$ cat src/rtl/uat_txbuf.sv
// Transmit byte buffer: circular FIFO between the host and the UART transmit state machine.
// The head byte is registered into tx_byte on each accepted pop and held until the next one.
module uat_txbuf #(
    parameter int DEPTH = 8,
    parameter int AW    = 3
) (
    input  logic          clk_x,
    input  logic          rst_n,
    input  logic          wr_en,
    input  logic [7:0]    wr_data,
    input  logic          start_bit_sig,
    input  logic          clr_err,
    output logic          din_rdy,
    output logic [7:0]    tx_byte,
    output logic [AW:0]   count,
    output logic          full,
    output logic          empty,
    output logic          overflow,
    output logic          underflow
);

    localparam logic [AW:0] DEPTH_C = (AW+1)'(DEPTH);

    logic [7:0]  mem [DEPTH];

    logic [AW-1:0] wr_ptr_reg, wr_ptr_next;
    logic [AW-1:0] rd_ptr_reg, rd_ptr_next;
    logic [AW:0]   count_reg, count_next;
    logic [7:0]    tx_byte_reg, tx_byte_next;
    logic          overflow_reg, overflow_next;
    logic          underflow_reg, underflow_next;

    logic full_w, empty_w, pop_ok, wr_ok;

    assign full_w  = (count_reg == DEPTH_C);
    assign empty_w = (count_reg == '0);
    assign pop_ok  = start_bit_sig && !empty_w;
    // A pop on the same edge frees the slot being written, so a full buffer still accepts.
    assign wr_ok   = wr_en && (!full_w || pop_ok);

    always_comb begin
        wr_ptr_next    = wr_ptr_reg;
        rd_ptr_next    = rd_ptr_reg;
        count_next     = count_reg;
        tx_byte_next   = tx_byte_reg;
        overflow_next  = overflow_reg;
        underflow_next = underflow_reg;

        if (wr_ok) begin
            wr_ptr_next = wr_ptr_reg + AW'(1);
        end
        if (pop_ok) begin
            rd_ptr_next  = rd_ptr_reg + AW'(1);
            tx_byte_next = mem[rd_ptr_reg];
        end
        if (wr_ok && !pop_ok) begin
            count_next = count_reg + (AW+1)'(1);
        end else if (pop_ok && !wr_ok) begin
            count_next = count_reg - (AW+1)'(1);
        end

        // Set takes priority over clear so a coincident error is never lost.
        if (clr_err) begin
            overflow_next  = 1'b0;
            underflow_next = 1'b0;
        end
        if (wr_en && full_w && !pop_ok) begin
            overflow_next = 1'b1;
        end
        if (start_bit_sig && empty_w) begin
            underflow_next = 1'b1;
        end
    end

    always_ff @(posedge clk_x or negedge rst_n) begin
        if (!rst_n) begin
            wr_ptr_reg    <= '0;
            rd_ptr_reg    <= '0;
            count_reg     <= '0;
            tx_byte_reg   <= 8'h00;
            overflow_reg  <= 1'b0;
            underflow_reg <= 1'b0;
        end else begin
            wr_ptr_reg    <= wr_ptr_next;
            rd_ptr_reg    <= rd_ptr_next;
            count_reg     <= count_next;
            tx_byte_reg   <= tx_byte_next;
            overflow_reg  <= overflow_next;
            underflow_reg <= underflow_next;
        end
    end

    // Storage carries no reset so it can map onto block RAM.
    always_ff @(posedge clk_x) begin
        if (wr_ok) begin
            mem[wr_ptr_reg] <= wr_data;
        end
    end

    assign count     = count_reg;
    assign full      = full_w;
    assign empty     = empty_w;
    assign din_rdy   = !empty_w;
    assign tx_byte   = tx_byte_reg;
    assign overflow  = overflow_reg;
    assign underflow = underflow_reg;

endmodule

$ cat config.mk
export PLATFORM = sky130hd
export DESIGN_NAME = uat_txbuf
export DESIGN_NICKNAME = d
export VERILOG_FILES = /design/src/rtl/uat_txbuf.sv
export SDC_FILE = /design/constraint.sdc
export NUM_CORES = 1
export LEC_CHECK = 0
export ABC_AREA = 1
export BUFFER_PORTS_ARGS = -buffer_cell sky130_fd_sc_hd__buf_2
export CAP_MARGIN = 20
export CORE_ASPECT_RATIO = 1.4
export CORE_MARGIN = 4
export CORE_UTILIZATION = 35
export DETAILED_ROUTE_END_ITERATION = 7
export PLACE_DENSITY = 0.53
export SYNTH_ARGS = -nofsm -noshare
export SYNTH_HDL_FRONTEND = slang
export SYNTH_SLANG_ARGS = --single-unit
$ cat constraint.sdc
create_clock -name clk_x -period 5.6 [get_ports clk_x]
set_clock_uncertainty 0.05 [all_clocks]
set_input_delay 1.4 -clock clk_x [delete_from_list [all_inputs] [get_ports clk_x]]
set_output_delay 1.4 -clock clk_x [all_outputs]
set_load 0.05 [all_outputs]
# == Word-level counts from Yosys, hierarchy flattened ==
# Memory sizes are Yosys's and may differ from the RTL's. A register that Yosys moved wholly into a read port is not among the register bits.
# Cells that the tools add are included.
# classes
muxes,7
reduce_logical,17
n_addsub,4
eq_ne,1
# op_table
operator,count
$mux W4,2
$logic_and A1 B1 Y1,7
$add A3 B1 Y3 const B,2
$reduce_bool A2 Y1,3
$logic_not A1 Y1,5
$mux W1,5
$add A4 B1 Y4 const B,1
$eq A4 B4 Y1 const B,1
$logic_not A4 Y1,1
$sub A4 B1 Y4 const B,1
$logic_or A1 B1 Y1,1
# totals
elab_cells,35
register_bits,12
out_inout_bits,17
ram_bits,64
in_bits,13
mem_count,1
# memory_table
name,depth,word_bits,read_ports,rd_ports_with_merged_regs,write_ports,line,text
mem,8,8,1,1,1,24,logic [7:0] mem [DEPTH];

# == Logic depth before layout (Yosys ltp) ==
# logic_depth
word_depth,9
ltp_mapped,16
mapped_depth_nobuf,16

# == Worst setup path after synthesis ==
# Ideal clock, no wire load.
# synth_path
path_type,reg2out
startpoint,register count_reg[1] (netlist: count[1])
endpoint,output port empty
t_required_ps,4150
path_slack_ps,2572
t_arrival_ps,1578
n_path_buf,0
path_stages_with_launch,4
path_cell_list,dfrtp_1 -> nor2_4 -> nand3_2 -> inv_1
# synth_between
elab_chain_len,1
# synth_rtl
item,line,text
from (decl),28,"logic [AW:0] count_reg, count_next;"
from (signal assigned),86,count_reg <= count_next;
$logic_not A4 Y1,36,assign empty_w = (count_reg == '0);
to (decl),17,"output logic empty,"
# Every way passes these cells.

# == Final worst setup path ==
# layout_path
startpoint,input port start_bit_sig
endpoint,register count_reg[3] (netlist: count[3])
# layout_between
elab_chain_len,6
word_cells_on_any_way,9
classes_between,mux (1); reduce/logical (8)
# layout_rtl
item,line,text
from (decl),11,"input logic start_bit_sig,"
$logic_and A1 B1 Y1 *,37,assign pop_ok = start_bit_sig && !empty_w;
$logic_or A1 B1 Y1 *,39,assign wr_ok = wr_en && (!full_w || pop_ok);
$logic_and A1 B1 Y1 *,39,
via wr_ok,33,"logic full_w, empty_w, pop_ok, wr_ok;"
$logic_not A1 Y1,58,end else if (pop_ok && !wr_ok) begin
$logic_and A1 B1 Y1,58,
$reduce_bool A2 Y1 (no line),-,
# The timed path passes the listed nets; every way through them passes the cells marked *.
# A chain may end at the register's enable or synchronous reset.

==> flow_summary.json <==
{
  "run_status": "completed",
  "route.met2.wl_um": 4283,
  "drtPass1Iterations": 4,
  "setup_viol": 0,
  "drt_first_iter_violations": 152,
  "yosys_warnings": 0,
  "min_period_over_period": 0.5116,
  "final_max_slew_viol_count": 0,
  "synthDominantCellAreaShare": 0.4966,
  "relSlewSlack": 0.3531,
  "number_of_cells_after_detailed_placement": 528,
  "reg2regPathDepth": 15,
  "synth.most_common_cell": "sky130_fd_sc_hd__nand2_1",
  "cts.root.buffer_cell": "sky130_fd_sc_hd__clkbuf_16",
  "congestion_overflow_gr": 0,
  "ant_nets": 0,
  "antenna_found_initial": 0,
  "worstPathRequired_ns": 5.82,
  "max_slew.worst_pin.slew_ns": 0.9630,
  "detailedPlace.worstSlack_ns": 2.393,
  "largest_register_ffs": 64,
  "syn_area_mm2": 0.003870,
  "syn_inst": 370,
  "wl_cell_um": 14.84,
  "chain_of_cells_forming_the_critical_path": "buf_2 -> inv_1 -> nand2_2 -> nand2_4 -> inv_1 -> ha_1 -> inv_1 -> ha_1 -> or2_2 -> nand2_1 -> nand3_1 -> nand2_1 -> nand2_1 -> nand2_1",
  "port_buffers": 29,
  "cts_resized": 0,
  "p_per_area_mw_per_mm2": 549.3,
  "vias_per_cell": 4.532,
  "tritoncts": "yes",
  "worstSetupStartpointType": "input pin",
  "grt_usage": 0.1309,
  "layout.cell_area.non_filler_mm2": 0.004375,
  "timing_worst_setup_path_type": "in2reg",
  "max-cap-violations": 0,
  "cts_sinks": 84,
  "synth.lib_cells_used.distinct": 26,
  "setup_ws_ns": 2.735,
  "timing.final.crit_period_ns": 2.865,
  "first_global_vias": 2509,
  "cp-startpoint": "start_bit_sig",
  "ys_ff_latch": 84,
  "vdd.ir_drop.worst_mv": 0.2584,
  "critical-path-max-stage-delay_ns": 0.31,
  "worst_hold_path_type": "reg2reg",
  "maximum_number_of_pins_on_one_net_before_global_route_repair": 35,
  "crit_path_max_fanout": 9,
  "initial_utilization": 0.3580,
  "finalNetCount": 420,
  "report.final.hold_viol_count": 0,
  "crit-reg2reg-launch": "count[1]",
  "placeableCoreArea_mm2": 0.01081,
  "dominantRegCellSynth": "sky130_fd_sc_hd__edfxtp_1",
  "clkSlewWorstSetupHoldPaths_ns": 0.06,
  "synthesized_area_per_cell_um2": 10.46,
  "cellLeakagePower_nw": 1.965,
  "critical_path_arrival_ns": 3.09,
  "count_of_inserted_antenna_diode_cells": 0,
  "async_flop_share": 0.2381,
  "critPathSlowestCell": "sky130_fd_sc_hd__or2_2",
  "layout.core_utilization": 0.4047,
  "clkLatencyLatePin_ns": 0.33,
  "timing.fmax_ghz": 0.3490,
  "core.rowCount": 45,
  "synth-seq-area-share": 0.6259,
  "remaining_drc_errors": 0,
  "post_route_cells_drive_above_1_share": 0.1970,
  "synth_edf_count": 64,
  "placed_cell_area_mm2": 0.004071,
  "finish.cell_count_without_fillers": 547,
  "hp-start": "tx_byte[6]",
  "end_kind": "register",
  "filler_cell_count": 1087,
  "synth.area.top_cells": "sky130_fd_sc_hd__edfxtp_1 (50%), sky130_fd_sc_hd__dfrtp_1 (13%), sky130_fd_sc_hd__nand2_1 (11%)",
  "route.met3.wl_um": 174,
  "wirelength_met1_um": 3384,
  "final.setup.tns_ns": 0,
  "areaGrowthSynthToFinish_pct": 13.06,
  "die_width_um": 96.87,
  "grt_pass1_wl_um": 12790,
  "worst_setup_path_endpoint": "count[3]",
  "dp_hpwl_um": 5643,
  "regToRegEndpoint": "count[3]",
  "uppermost_signal_routing_layer_after_detailed_routing": "met4",
  "pin_count": 30,
  "fp.dieArea_mm2": 0.01283,
  "count_of_hold_buffers_inserted_by_post_cts_repair": 0,
  "floorplan.die.height_um": 132.4,
  "synth_nets": 389,
  "clk_path_buf_depth": 2,
  "cts-htree-levels": 3,
  "critPathMostFrequentCell": "sky130_fd_sc_hd__nand2_1",
  "post_cts_buffers": 0,
  "synth_largest_area_cell": "sky130_fd_sc_hd__edfxtp_1",
  "routed_wl_um": 8116,
  "unrepaired_setup_endpoints_after_global_routing": "no",
  "route.vias.total": 2479,
  "synthTopCellsByCount": "sky130_fd_sc_hd__nand2_1 (113), sky130_fd_sc_hd__edfxtp_1 (64), sky130_fd_sc_hd__inv_1 (58)",
  "total_power_mw": 2.403,
  "timing.reg2reg.setup_slack_ns": 3.23,
  "timing.hold.ws_ns": 0.4438,
  "tritoncts.num_buffers": 9,
  "routabilityCongestion": 0.7812
}
## per-layer routing
layer | global-route usage | up-vias
met5 | 0 | -
met1 | 0.1482 | 1205
met4 | 0.07182 | 0
li1 | - | 1242
met2 | 0.2281 | 21
met3 | 0.02848 | 11
## cells by family (layout without fill, tap and decap cells)
group                      count (synthesis)  count (layout)  synth area share
AOI/OAI and AO/OA                          5               5          0.007760
and+or+nand+nor                          194             194            0.2370
DFF                                       84              84            0.6259
adders and majority gates                  6               6           0.02134
xor gates and xnor gates                   4               4           0.01099
buffers and inverters                     77             113           0.09699
## worst min-delay path by stage
stage | end | slack, ns | depth (start not counted)
after CTS | tx_byte[6] | 0.45 | 2
after global placement | tx_byte[6] | 0.43 | 2
after floorplan | wr_ptr_reg[0] | 0.42 | 2
after detailed placement | tx_byte[6] | 0.43 | 2
after global routing | tx_byte[2] | 0.48 | 2
final | tx_byte[6] | 0.44 | 2
## report_power, final
| group | internal [mW] | switching (mW) | total (mW) |
|---|---|---|---|
| sequential | 0.801 | 0.103 | 0.905 |
| clock | 0.340 | 0.222 | 0.563 |
| combinational | 0.267 | 0.669 | 0.936 |
| total | 1.41 | 0.994 | 2.40 |
## cells in the final DEF, fill, tap and decap left out, types with 5 or more instances in the layout
cell type,n
sky130_fd_sc_hd__nand3_1,44
sky130_fd_sc_hd__buf_2,30
sky130_fd_sc_hd__inv_1,58
sky130_fd_sc_hd__nor2_1,6
sky130_fd_sc_hd__dfrtp_1,20
sky130_fd_sc_hd__nand2_2,10
sky130_fd_sc_hd__nand3_2,11
sky130_fd_sc_hd__nand2_1,113
sky130_fd_sc_hd__clkbuf_16,9
sky130_fd_sc_hd__edfxtp_1,64
sky130_fd_sc_hd__ha_1,5
## critical path, delay by kind of cell
kind	cells	cell delay (ns)
AND/OR/NAND/NOR	8	0.81
adder cells (fa/ha/maj)	2	0.48
buffers and inverters	4	0.41
## final cells by class
| class | count | area [um2] | area share |
|---|---|---|---|
| Multi-Input combinational cell | 209 | 1072 | 0.2451 |
| Inverter | 64 | 247.7 | 0.05662 |
| Sequential cell | 84 | 2422 | 0.5536 |
| Clock inverter | 6 | 55.05 | 0.01258 |
| Timing Repair Buffer | 33 | 172.7 | 0.03946 |
| Clock buffer | 10 | 229.0 | 0.05233 |
| Tap cell | 141 | 176.4 | 0.04032 |
Power figures use the tool's default switching activity.
